**src/rtl/npu_sram_port_arbiter.sv**
```systemverilog
// ============================================================================
// Module   : npu_sram_port_arbiter
// Purpose  : Shares port 2 of the NPU 4096x16 dual-port scratch SRAM among
//            three NPU requesters (0 = weight fetch, 1 = activation fetch,
//            2 = result writeback). Whole bursts are granted round-robin,
//            beat addresses are sequenced here, and the SRAM's one-cycle
//            read latency is absorbed so that read data and completion
//            strobes are returned to the owning requester.
// Ports    : clk, reset_n          clock, asynchronous active-low reset
//            req/req_wr/req_addr/req_len   per-requester burst descriptors
//            w_data/w_valid/w_ack  per-requester write-beat handshake
//            rd_data/rd_valid      read return (data broadcast, valid one-hot)
//            grant/done/busy       burst ownership and completion
//            sram_*                SRAM port-2 Avalon-style master
// Revision : 1.0 - initial release
// ============================================================================
`default_nettype none

module npu_sram_port_arbiter #(
    parameter int ADDR_W = 12,
    parameter int DATA_W = 16,
    parameter int LEN_W  = 8
) (
    input  logic                  clk,
    input  logic                  reset_n,
    input  logic [2:0]            req,
    input  logic [2:0]            req_wr,
    input  logic [3*ADDR_W-1:0]   req_addr,
    input  logic [3*LEN_W-1:0]    req_len,
    input  logic [3*DATA_W-1:0]   w_data,
    input  logic [2:0]            w_valid,
    output logic [2:0]            w_ack,
    output logic [DATA_W-1:0]     rd_data,
    output logic [2:0]            rd_valid,
    output logic [2:0]            grant,
    output logic [2:0]            done,
    output logic                  busy,
    output logic [ADDR_W-1:0]     sram_address,
    output logic                  sram_chipselect,
    output logic                  sram_write,
    output logic [1:0]            sram_byteenable,
    output logic [DATA_W-1:0]     sram_writedata,
    input  logic [DATA_W-1:0]     sram_readdata
);

    typedef enum logic [1:0] {
        ST_IDLE  = 2'd0,
        ST_BURST = 2'd1,
        ST_DRAIN = 2'd2
    } state_t;

    state_t            r_state, w_state_nxt;
    logic [2:0]        r_grant, w_grant_nxt;
    logic [1:0]        r_gidx, w_gidx_nxt;
    logic [1:0]        r_ptr, w_ptr_nxt;
    logic [ADDR_W-1:0] r_addr, w_addr_nxt;
    logic [LEN_W-1:0]  r_left, w_left_nxt;
    logic              r_wr, w_wr_nxt;
    logic [2:0]        r_rd_valid, w_rd_valid_nxt;
    logic [2:0]        r_done, w_done_nxt;

    // Round-robin pick: rotate the request vector so bit 0 is the pointer
    // position, take the lowest set bit, then rotate the index back.
    logic [2:0] w_rot;
    logic [1:0] w_off;
    logic [2:0] w_sum;
    logic [1:0] w_win;
    logic [1:0] w_ptr_adv;

    always_comb begin
        case (r_ptr)
            2'd1:    w_rot = {req[0], req[2], req[1]};
            2'd2:    w_rot = {req[1], req[0], req[2]};
            default: w_rot = req;
        endcase
        if (w_rot[0])      w_off = 2'd0;
        else if (w_rot[1]) w_off = 2'd1;
        else               w_off = 2'd2;
        w_sum     = {1'b0, r_ptr} + {1'b0, w_off};
        w_win     = (w_sum >= 3'd3) ? 2'(w_sum - 3'd3) : w_sum[1:0];
        w_ptr_adv = (w_win == 2'd2) ? 2'd0 : w_win + 2'd1;
    end

    logic w_beat;

    always_comb begin
        w_state_nxt     = r_state;
        w_grant_nxt     = r_grant;
        w_gidx_nxt      = r_gidx;
        w_ptr_nxt       = r_ptr;
        w_addr_nxt      = r_addr;
        w_left_nxt      = r_left;
        w_wr_nxt        = r_wr;
        w_rd_valid_nxt  = 3'b000;
        w_done_nxt      = 3'b000;
        w_beat          = 1'b0;
        w_ack           = 3'b000;
        sram_chipselect = 1'b0;
        sram_write      = 1'b0;
        sram_address    = '0;
        sram_writedata  = '0;

        case (r_state)
            ST_IDLE: begin
                // The cycle carrying a write's done pulse is held off from
                // arbitration so every burst type leaves one idle cycle
                // between its done cycle and the next grant.
                if ((req != 3'b000) && (r_done == 3'b000)) begin
                    w_grant_nxt = 3'b001 << w_win;
                    w_gidx_nxt  = w_win;
                    w_ptr_nxt   = w_ptr_adv;
                    w_addr_nxt  = req_addr[int'(w_win)*ADDR_W +: ADDR_W];
                    w_left_nxt  = req_len[int'(w_win)*LEN_W +: LEN_W];
                    w_wr_nxt    = req_wr[w_win];
                    w_state_nxt = ST_BURST;
                end
            end

            ST_BURST: begin
                // Reads issue every cycle; writes wait for the owner's data.
                w_beat = !r_wr || w_valid[r_gidx];
                if (w_beat) begin
                    sram_chipselect = 1'b1;
                    sram_write      = r_wr;
                    sram_address    = r_addr;
                    if (r_wr) begin
                        sram_writedata = w_data[int'(r_gidx)*DATA_W +: DATA_W];
                        w_ack          = r_grant;
                    end else begin
                        w_rd_valid_nxt = r_grant;
                    end
                    w_addr_nxt = r_addr + ADDR_W'(1);
                    w_left_nxt = r_left - LEN_W'(1);
                    if (r_left == '0) begin
                        // The final read word returns in DRAIN, alongside done.
                        w_done_nxt = r_grant;
                        if (r_wr) begin
                            w_grant_nxt = 3'b000;
                            w_state_nxt = ST_IDLE;
                        end else begin
                            w_state_nxt = ST_DRAIN;
                        end
                    end
                end
            end

            ST_DRAIN: begin
                w_grant_nxt = 3'b000;
                w_state_nxt = ST_IDLE;
            end

            default: begin
                w_grant_nxt = 3'b000;
                w_state_nxt = ST_IDLE;
            end
        endcase
    end

    always_ff @(posedge clk or negedge reset_n) begin
        if (!reset_n) begin
            r_state    <= ST_IDLE;
            r_grant    <= 3'b000;
            r_gidx     <= 2'd0;
            r_ptr      <= 2'd0;
            r_addr     <= '0;
            r_left     <= '0;
            r_wr       <= 1'b0;
            r_rd_valid <= 3'b000;
            r_done     <= 3'b000;
        end else begin
            r_state    <= w_state_nxt;
            r_grant    <= w_grant_nxt;
            r_gidx     <= w_gidx_nxt;
            r_ptr      <= w_ptr_nxt;
            r_addr     <= w_addr_nxt;
            r_left     <= w_left_nxt;
            r_wr       <= w_wr_nxt;
            r_rd_valid <= w_rd_valid_nxt;
            r_done     <= w_done_nxt;
        end
    end

    assign grant           = r_grant;
    assign done            = r_done;
    assign rd_valid        = r_rd_valid;
    assign rd_data         = (r_rd_valid != 3'b000) ? sram_readdata : '0;
    assign busy            = (r_state != ST_IDLE);
    assign sram_byteenable = sram_chipselect ? 2'b11 : 2'b00;

    a_grant_onehot:    assert property (@(posedge clk) disable iff (!reset_n) $onehot0(grant));
    a_rd_valid_onehot: assert property (@(posedge clk) disable iff (!reset_n) $onehot0(rd_valid));
    a_done_onehot:     assert property (@(posedge clk) disable iff (!reset_n) $onehot0(done));
    a_w_ack_onehot:    assert property (@(posedge clk) disable iff (!reset_n) $onehot0(w_ack));
    a_cs_in_burst:     assert property (@(posedge clk) disable iff (!reset_n)
                                        sram_chipselect |-> (r_state == ST_BURST));

endmodule

`default_nettype wire

```
**config.mk**
```make
export PLATFORM = sky130hd
export DESIGN_NAME = npu_sram_port_arbiter
export DESIGN_NICKNAME = d
export VERILOG_FILES = /design/src/rtl/npu_sram_port_arbiter.sv
export SDC_FILE = /design/constraint.sdc
export NUM_CORES = 1
export LEC_CHECK = 0
export ABC_AREA = 1
export CAP_MARGIN = 20
export CORE_ASPECT_RATIO = 1.75
export CORE_MARGIN = 1.5
export CORE_UTILIZATION = 25
export CTS_CLUSTER_DIAMETER = 30
export DETAILED_ROUTE_END_ITERATION = 8
export GPL_TIMING_DRIVEN = 0
export SLEW_MARGIN = 20
export SYNTH_ARGS = -nofsm -noshare
export SYNTH_HDL_FRONTEND = slang
export SYNTH_SLANG_ARGS = --single-unit
```
**constraint.sdc**
```tcl
create_clock -name clk -period 4 [get_ports clk]
set_clock_uncertainty 0.1 [all_clocks]
set_input_delay 0.8 -clock clk [delete_from_list [all_inputs] [get_ports clk]]
set_output_delay 0.8 -clock clk [all_outputs]
set_load 0.1 [all_outputs]
```
After elaboration in Yosys (flattened, before gate mapping) --
Cells that the tools add are included.
Word-level totals: register bits after elaboration 36, bits of input ports 135
Cells by class: $lt $le $gt $ge 3, muxes and demuxes 44, shifts and indexed selects 4, multiply operators 1, reductions and logical operators 13, equality and inequality tests 7, add/subtract/negate cells 5
Operators by type and width (count):
- 16-bit 2-to-1 mux | 4
- 12-bit 2-to-1 mux | 4
- 48-bit by 7-bit indexed part select with 16-bit output | 1
- 3-bit 2-to-1 mux | 12
- 36-bit by 7-bit indexed part select with 12-bit output | 1
- 12-bit case mux with 2 select lines | 1
- 24-bit by 6-bit indexed part select with 8-bit output | 1
- 2-bit 2-to-1 mux | 9
- 8-bit 2-to-1 mux | 2
- 8-bit case mux with 2 select lines | 1
- 12-bit by 1-bit adder with 12-bit output (second input constant) | 1
- 8-bit logical NOT | 1
- 2-bit case mux with 2 select lines | 2
- 8-bit by 1-bit subtractor with 8-bit output (second input constant) | 1
- 2-bit by 3-bit less-than comparator with 1-bit output (second input constant) | 2
- 1-bit 2-to-1 mux | 6
- 2-bit inequality test (second input constant) | 3
- 3-bit case mux with 2 select lines | 1
- 3-bit AND reduction | 2
- 3-bit nonzero test | 2
- 1-bit binary-select mux with 2-bit select | 2
- 2-bit by 1-bit == test with 1-bit output (second input constant) | 2
- 2-bit == test (second input constant) | 2
- 2-bit by 2-bit multiplier with 4-bit output (second input constant) | 1
- 12 further kinds | 13

Longest topological paths before layout --
Gate-level depths: netlist of run 1.
depth after elaboration 11, gate-level depth with buffers 23, depth with buffers taken out 23

Worst setup path before layout of run 1 --
OpenSTA, ideal clock, no wires.
path type register to output, from reg r_rd_valid[1] (netlist: rd_valid[1]), to out rd_data[10], path slack 0.402 ns, buffers on the path 1, cell stages (with the launch flop) 4, arrival 2.698 ns, cells stage by stage dfrtp_1 nor3_1 clkbuf_1 nor2_1
Between the ends: longest elaborated chain between the ends 2
Ends and longest elaborated chain:
- from (decl) | RTL line 59 | logic [2:0] r_rd_valid, w_rd_valid_nxt;
- from (signal assigned) | RTL line 178 | r_rd_valid <= w_rd_valid_nxt;
- 3-bit nonzero test | RTL line 186 | assign rd_data = (r_rd_valid != 3'b000) ? sram_readdata : '0;
- 16-bit 2-to-1 mux | RTL line 186
- to (decl) | RTL line 33 | output logic [DATA_W-1:0] rd_data,
Every way passes these cells.

Worst setup path in the final report of run 1 --
from in w_valid[1], to out sram_address[11]
Between the ends: longest elaborated chain between the ends 5
Ends and longest elaborated chain:
- from (decl) | RTL line 31 | input logic [2:0] w_valid,
- 1-bit binary-select mux with 2-bit select | RTL line 121 | w_beat = !r_wr || w_valid[r_gidx];
- 1-bit 2-to-1 mux (not written as such) | RTL line 121
- 1-bit logical OR | RTL line 121
- 12-bit 2-to-1 mux | RTL line 122 | if (w_beat) begin
- 12-bit 2-to-1 mux | RTL line 103 | case (r_state)
- to (decl) | RTL line 38 | output logic [ADDR_W-1:0] sram_address,
Every way passes these cells. The select of a mux whose other input is x is not followed.

==> results.cfg, run 1 <==
[finish]
drive_gt1_frac = 0.0735
multiInputGateArea_sq_um = 2120
regArea_sq_um = 901
fillers = 1470
fin_nets = 930
final_core_util = 0.431
area_delta_synth_final_pct = 68.5
diodes = 0

[critical_path]
cp_max_fo = 10
crit_end = sram_address[11]
r2r_cells = 21
crit_arrival_ns = 2.96
reg2reg_to = r_addr[5]$_DFFE_PN0P_
critical_path_required_ns = 3.10
crit_path_end_kind = output port
startpoint_type = primary input
ff2ff_setup_slack_ns = 0.51
r2r-start = r_ptr[1]$_DFFE_PN0P_
worstSetupPathType = primary input to output port
startpoint = w_valid[1]

[grt]
grt_pass1_vias = 4140
grt_pass1_wl_um = 21200
overflow = 0
grt_usage = 0.188
grt_max_degree = 31
antenna_found_initial = 0

[clock_tree]
hold_buffers = 0
path_clk_slew_ns = 0.06
clockRootBuffer = clkbuf_16
cts.sinks = 36
cts_made_buffers = 5
clockBufferDepth = 2
insertion_delay_ns = 0.29
h-tree-depth = 2
cts_tree = yes

[routing]
drtPass1Iterations = 5
wl_per_cell_um = 14.3
drc = 0
drt_iter0_drc = 156
drt-vias-per-instance = 4.52
wirelength_um = 13800
vias = 4355
drtAntennaViolNets = 0

[logic_synthesis]
avgSynthCellArea_sq_um = 5.89
synth_top_cell_area_share = 0.263
yosys.area.top_type = dfrtp_1
synthArstFlopShare = 1.00
yosysWarnings = 0
syn-cell-area_sq_um = 3420
yosysSeqAreaShare = 0.263
ys.flop_type = dfrtp_1
yosys-top-cells-count = 191 x nand2_1, 104 x nor2_1, 66 x inv_1
synth_area_leaders = dfrtp_1 26%, nand2_1 21%, nor2_1 11%, inv_1 7.2%, nand3_1 5.7%
synthesis.nets = 723
syn_inst = 581
synth-seq-cells = 36
ys_types = 37
synth_edf_count = 0
yosysMostFrequentCell = nand2_1

[timing]
slew-limit-headroom = 0.336
slew_violations = 0
setup_tns_ns = 0
tightestPinTransition_ns = 0.993
setup_viol_count_final = 0
fmax_mhz = 259
rsz0062_at_grt = true
fin_crit_ns = 3.86
finalHoldViolCount = 0
period_share = 0.964

[place]
dp_hpwl_um = 11100
gp_congestion = 0.885
port_buffers = 195

[floorplan]
core_area_sq_um = 13400
die-area_sq_um = 14400
die_y_um = 158
die_x_um = 91.5
floorplan.initialDensity = 0.256
rows = 56
pin_count = 196

[hold_path]
hold_path_class = primary input to async pin

[run]
cap_violations = 0

[status]
status = finished clean
==> cell families after synthesis <==
kind of cell	synth area share
and+or+nand+nor	0.448
buffers and inverters	0.124
AOI/OAI and AO/OA	0.134
DFF	0.263
adders and majority gates	0.0278
xor gates and xnor gates	0.00256
==> critical path, stage by stage <==
cell and delay [ns]:
clkdlybuf4s50_1 0.46, inv_1 0.04, nand2_1 0.06, nand3_2 0.11, nand3_2 0.10, nand2_4 0.10
buf_2 0.22, nor2_1 0.18, dlygate4sd2_1 0.88
==> area by class of cell <==
class                           instances  area share
Inverter                               70      0.0455
Clock buffer                            5      0.0217
Timing Repair Buffer                  200       0.336
Tap cell                              174      0.0377
Sequential cell                        36       0.156
Clock inverter                          3     0.00737
Multi-Input combinational cell        447       0.367
Buffer                                 28      0.0293
==> how the worst min path moves through the flow <==
stage,start,to,slack (ns),cells past startpoint
4_1_cts,reset_n,r_addr[4]$_DFFE_PN0P_,0.27,1
6_report,reset_n,r_addr[4]$_DFFE_PN0P_,0.26,1
5_1_grt,reset_n,r_addr[4]$_DFFE_PN0P_,0.27,1
3_3_place_gp,r_gidx[1]$_DFFE_PN0P_,r_gidx[1]$_DFFE_PN0P_,0.39,2
3_5_place_dp,r_gidx[1]$_DFFE_PN0P_,r_gidx[1]$_DFFE_PN0P_,0.39,2
2_1_floorplan,r_left[6]$_DFFE_PN0P_,r_left[6]$_DFFE_PN0P_,0.37,2
==> stage by stage <==
stage | hold WS, ns | instances | worst slack [ns] | instance area (sq um)
2_1_floorplan | 0.371 | 581 | 0.402 | 3420
3_3_place_gp | 0.387 | 950 | -0.155 | 5590
3_5_place_dp | 0.393 | 951 | -0.184 | 5610
4_1_cts | 0.267 | 959 | 0.105 | 5730
5_1_grt | 0.272 | 963 | -0.0498 | 5770
6_report | 0.261 | 963 | 0.145 | 5770
==> registers in the layout (all words and copies together), names as in the netlist <==
register  flops
r_gidx        2
rd_valid      3
r_state       2
r_addr       12
r_left        8
grant         3
r_ptr         2
done          3
r_wr          1
==> layout by cell type (no fill, tap or decap), types with 7 or more instances in the layout <==
cell type / netlist / routed
a21oi_1: 17 / 17
clkdlybuf4s15_1: 0 / 8
nand4_1: 7 / 7
nand3_1: 39 / 38
clkbuf_2: 0 / 7
clkdlybuf4s50_1: 0 / 159
nor2_1: 104 / 104
inv_1: 66 / 66
nand2_1: 191 / 188
buf_2: 6 / 7
buf_4: 7 / 9
nor3_1: 10 / 10
dfrtp_1: 36 / 36
o21ai_0: 32 / 32
dlygate4sd2_1: 0 / 20
clkbuf_1: 11 / 11
a2bb2oi_1: 16 / 16
==> routing by layer <==
layer,vias to the layer above,track usage,wire length (um)
met5,-,0,0
met4,0,0.0729,433
met3,24,0.0255,758
met2,151,0.374,7580
met1,1938,0.195,5020
li1,2242,-,-
==> timing repair <==
item,in CTS,in global routing
pin swaps,0,1
endpoints found under the setup margin,35,26
buffers inserted,0,4
gates resized for setup,35,29
Power of run 1 is left out: the tool's default activity adds up to more than one toggle a clock period on the data nets, which glitch-free logic cannot reach.
==> inputs of run 2 (changes only) <==
--- a/config.mk
+++ b/config.mk
@@ -17,3 +17,4 @@
 export SYNTH_ARGS = -nofsm -noshare
 export SYNTH_HDL_FRONTEND = slang
 export SYNTH_SLANG_ARGS = --single-unit
+export TNS_END_PERCENT = 50
==> run 2 against run 1 <==
Critical path depth is the same. Count of clock-buffer cells in the layout is the same. Wire length is essentially flat. Largest cell class unchanged. Sequential share of layout area is essentially flat. Sequential cell count is the same. Non-clock buffer count is the same. Via count is the same. Global-route usage is the same. Cell area is essentially flat. First-iteration DRC count is the same. Final cell count is the same. Utilization is essentially flat.
==> results.cfg, run 2 (synthesis results as in run 1) <==
[status]
status = finished clean

[routing]
wirelength_um = 13800
drt-vias-per-instance = 4.52
drtPass1Iterations = 5
drtAntennaViolNets = 0
drc = 0
wl_per_cell_um = 14.3
drt_iter0_drc = 156
vias = 4355

[clock_tree]
insertion_delay_ns = 0.29
clockRootBuffer = clkbuf_16
cts.sinks = 36
h-tree-depth = 2
clockBufferDepth = 2
path_clk_slew_ns = 0.06
cts_made_buffers = 5
cts_tree = yes

[critical_path]
r2r-start = r_ptr[1]$_DFFE_PN0P_
worstSetupPathType = primary input to output port
critical_path_required_ns = 3.10
startpoint_type = primary input
cp_max_fo = 10
slowest_delay_ns = 0.88
crit_path_end_kind = output port
startpoint = w_valid[1]
crit_arrival_ns = 2.96
path_cells = clkdlybuf4s50_1 -> inv_1 -> nand2_1 -> nand3_2 -> nand3_2 -> nand2_4 -> buf_2 -> nor2_1 -> dlygate4sd2_1
critPathMostFrequentCell = nand3_2
slowest_stage = dlygate4sd2_1

[finish]
final_common_cell = nand2_1
fillers = 1469
area_delta_synth_final_pct = 68.7
regArea_sq_um = 901
top_regs = r_addr x12, r_left x8
top_register = r_addr
fin_nets = 930
largest_reg_flops = 12
drive_gt1_frac = 0.0722
final_cell_mix = 188 x nand2_1, 159 x clkdlybuf4s50_1, 104 x nor2_1
diodes = 0
multiInputGateArea_sq_um = 2120

[timing]
rsz0062_at_grt = true
finalHoldViolCount = 0
fin_crit_ns = 3.86
period_share = 0.964
setup_ws_ns = 0.145
slew_violations = 0
tightestPinTransition_ns = 0.993
hold_slack_ns = 0.261
fmax_mhz = 259
setup_viol_count_final = 0
slew-limit-headroom = 0.336

[floorplan]
die_x_um = 91.5
die_y_um = 158
pin_count = 196
floorplan.initialDensity = 0.256
die-area_sq_um = 14400
core_area_sq_um = 13400
rows = 56

[grt]
top_usage_layer = met2
grt_use_met2 = 0.374
met1_usage = 0.195
antenna_found_initial = 0
grt_usage = 0.188
grt_pass1_vias = 4140
met3_usage = 0.0255
grt_max_degree = 31
overflow = 0
grt_pass1_wl_um = 21200

[place]
port_buffers = 195
gp_congestion = 0.885
dp_hpwl_um = 11100
pre_cts_ws_ns = -0.184

[run]
cap_violations = 0

[hold_path]
hold_path_class = primary input to async pin
## run 2: cell types whose count changed in the layout (fill, tap and decap cells not counted), sizes merged
cell and delta:
clkdlybuf4s15 +1, clkbuf -1
## run 2: final cells by class
| cell class | count | share of cell area |
|---|---|---|
| Buffer | 28 | 0.0292 |
| Clock buffer | 5 | 0.0217 |
| Clock inverter | 3 | 0.00736 |
| Inverter | 70 | 0.0455 |
| Multi-Input combinational cell | 447 | 0.366 |
| Sequential cell | 36 | 0.156 |
| Tap cell | 174 | 0.0377 |
| Timing Repair Buffer | 200 | 0.336 |
## run 2: final timing paths
path	end	slack (ns)	depth (start not counted)
max in group asynchronous	r_addr[3]$_DFFE_PN0P_	3.10	2
worst min register to register	r_gidx[1]$_DFFE_PN0P_	0.41	2
min in group clk	r_gidx[1]$_DFFE_PN0P_	0.41	2
worst max-delay path	sram_address[11]	0.14	9
worst max register to register	r_addr[5]$_DFFE_PN0P_	0.51	21
worst min-delay path	r_addr[4]$_DFFE_PN0P_	0.26	1
## run 2: critical path, delay by kind of cell
kind | cells | cell delay (ns)
buffers and inverters | 4 | 1.60
AND/OR/NAND/NOR | 5 | 0.55
## run 2: what timing repair did
item / 4_1_cts / 5_1_grt
gates resized for setup: 35 / 28
endpoints found under the setup margin: 35 / 26
pin swaps: 0 / 1
hold buffers: 0 / 0
buffers inserted: 0 / 4
## run 2: metrics by stage
step	instances	area (sq um)	utilization	TNS [ns]
4_1_cts	959	5730	0.428	0
3_3_place_gp	950	5590	0.418	-3.01
5_1_grt	963	5780	0.432	-0.182
6_report	963	5780	0.432	0
3_5_place_dp	951	5610	0.419	-3.36
2_1_floorplan	581	3420	-	0
## run 2: layer usage
metal  share of wire  up-vias
met2            0.55      151
li1                -     2242
met1            0.36     1938
met4           0.031        0
met3           0.055       24
met5               0        -
Power of run 2 is left out for the same reason.
==> inputs of run 3 (changes only) <==
--- a/config.mk
+++ b/config.mk
@@ -9,10 +9,11 @@
 export CAP_MARGIN = 20
 export CORE_ASPECT_RATIO = 1.75
 export CORE_MARGIN = 1.5
-export CORE_UTILIZATION = 25
+export CORE_UTILIZATION = 39
 export CTS_CLUSTER_DIAMETER = 30
 export DETAILED_ROUTE_END_ITERATION = 8
 export GPL_TIMING_DRIVEN = 0
+export PLACE_DENSITY = 0.82
 export SLEW_MARGIN = 20
 export SYNTH_ARGS = -nofsm -noshare
 export SYNTH_HDL_FRONTEND = slang
==> run 3 against run 2 <==
Critical path type unchanged. Worst hold slack better by 0.033 ns. Critical endpoint is now sram_writedata[9]. Global-route usage up 9.4 points. First-iteration DRC count rose by 44%. Maximum frequency fell by 0.42%.
==> results.cfg, run 3 (synthesis results as in run 1) <==
[critical_path]
critical_path_required_ns = 3.10
startpoint_type = primary input
slowest_delay_ns = 0.85
path_buf_inv = 4
crit_path_end_kind = output port
cp_max_fo = 10
ff2ff_setup_slack_ns = 0.42
worstSetupPathType = primary input to output port
critPathMostFrequentCell = nand2_1
startpoint = w_valid[1]
critPathTopFamily = buffers and inverters
crit_arrival_ns = 2.97
slowest_stage = clkdlybuf4s15_1
r2r-start = r_ptr[1]$_DFFE_PN0P_
path_cells = clkdlybuf4s50_1 -> inv_1 -> nand2_1 -> nand3_2 -> nand2_1 -> nand3_1 -> clkbuf_1 -> nor2_1 -> clkdlybuf4s15_1

[floorplan]
floorplan.initialDensity = 0.398
die_y_um = 127
core_area_sq_um = 8610
die_x_um = 73.8
die-area_sq_um = 9370
pin_count = 196
rows = 45

[routing]
vias = 4590
wl_per_cell_um = 14.7
drtPass1Iterations = 5
drtAntennaViolNets = 0
drt_iter0_drc = 224
drt-vias-per-instance = 5.08
wirelength_um = 13300
drc = 0

[clock_tree]
clockBufferDepth = 2
path_clk_slew_ns = 0.06
cts_made_buffers = 5
clockRootBuffer = clkbuf_16
h-tree-depth = 2
cts_tree = yes
insertion_delay_ns = 0.28
cts.sinks = 36
hold_buffers = 0
cts_setup_buffers = 0

[timing]
fin_crit_ns = 3.87
slew-limit-headroom = 0.323
fmax_mhz = 258
setup_viol_count_final = 0
tightestPinTransition_ns = 1.02
period_share = 0.968
setup_ws_ns = 0.128
finalHoldViolCount = 0
slew_violations = 0

[finish]
area_delta_synth_final_pct = 65.5
regArea_sq_um = 901
fin_nets = 926
fillers = 793
stdcell_count = 903
multiInputGateArea_sq_um = 2100
drive_gt1_frac = 0.0573
top_register = r_addr
largest_reg_flops = 12
top_regs = r_addr x12, r_left x8
final_common_cell = nand2_1
final_cell_mix = 190 x nand2_1, 159 x clkdlybuf4s50_1, 104 x nor2_1

[place]
dp_cells = 894
gp_congestion = 0.907
port_buffers = 195
dp_hpwl_um = 10900
pre_cts_ws_ns = -0.210

[grt]
grt_usage = 0.283
overflow = 0
grt_pass1_wl_um = 20600
grt_max_degree = 27
grt_pass1_vias = 4565
antenna_found_initial = 1

[run]
cap_violations = 0

[status]
status = finished clean

[hold_path]
hold_path_class = primary input to async pin
run 3: cell count changes in the layout (fill, tap and decap cells not counted):
| cell | previous run | this run |
|---|---|---|
| nand3_2 | 3 | 2 |
| clkdlybuf4s15_1 | 9 | 1 |
| nand3_1 | 38 | 39 |
| buf_6 | 5 | 4 |
| clkbuf_2 | 6 | 1 |
| nand2_1 | 188 | 190 |
| diode_2 | 0 | 1 |
| dlygate4sd2_1 | 20 | 33 |
| buf_4 | 9 | 6 |
| nand2_2 | 4 | 3 |
| nand2_4 | 4 | 3 |
run 3: worst register-to-register path, stage by stage (launching register included):
cell	delay, ns
dfrtp_1	0.41
inv_1	0.10
ha_1	0.21
a22o_1	0.24
nand2_1	0.07
o21ai_0	0.11
nor2_1	0.12
ha_1	0.14
inv_1	0.05
fa_1	0.53
inv_1	0.06
ha_1	0.20
inv_1	0.09
nand3_1	0.11
nand2_1	0.14
nand2_2	0.13
nand2_1	0.18
inv_1	0.14
nand2_1	0.08
nand2_1	0.04
o21ai_0	0.15
nand2_1	0.06
run 3: final timing paths:
kind / endpoint / cells after the start
hold reg to reg: r_gidx[1]$_DFFE_PN0P_ / 2
min in group clk: r_gidx[1]$_DFFE_PN0P_ / 2
setup / recovery: sram_writedata[9] / 9
max in group asynchronous: r_left[3]$_DFFE_PN0P_ / 2
hold / removal: rd_valid[1]$_DFF_PN0_ / 1
setup reg to reg: r_left[6]$_DFFE_PN0P_ / 21
run 3: cell type report:
cell class	instances	area share
sequential	36	0.159
antenna	1	0.000442
buffer	28	0.0291
tap	117	0.0258
multi-input combinational	447	0.371
timing repair buffer	196	0.339
inverter	70	0.0464
clock buffer	5	0.0221
clock inverter	3	0.00751
run 3: timing repair:
item	in CTS	in global routing
gates resized for setup	35	5
endpoints found under the hold margin	0	0
setup endpoints to repair	35	13
run 3: metal layers:
metal | wire (um) | track usage
met1 | 4320 | 0.251
met5 | 0 | 0
met3 | 946 | 0.0469
met2 | 7280 | 0.558
met4 | 728 | 0.161
run 3: per-stage QoR:
stage	hold WS, ns	TNS (ns)	area (sq um)	util
after global placement	0.386	-1.67	5520	0.641
after floorplan	0.371	0	3420	-
after CTS	0.300	0	5660	0.657
after detailed placement	0.399	-3.61	5540	0.643
after global routing	0.303	-0.0294	5670	0.658
final	0.293	0	5670	0.658
Power of run 3 is left out for the same reason.
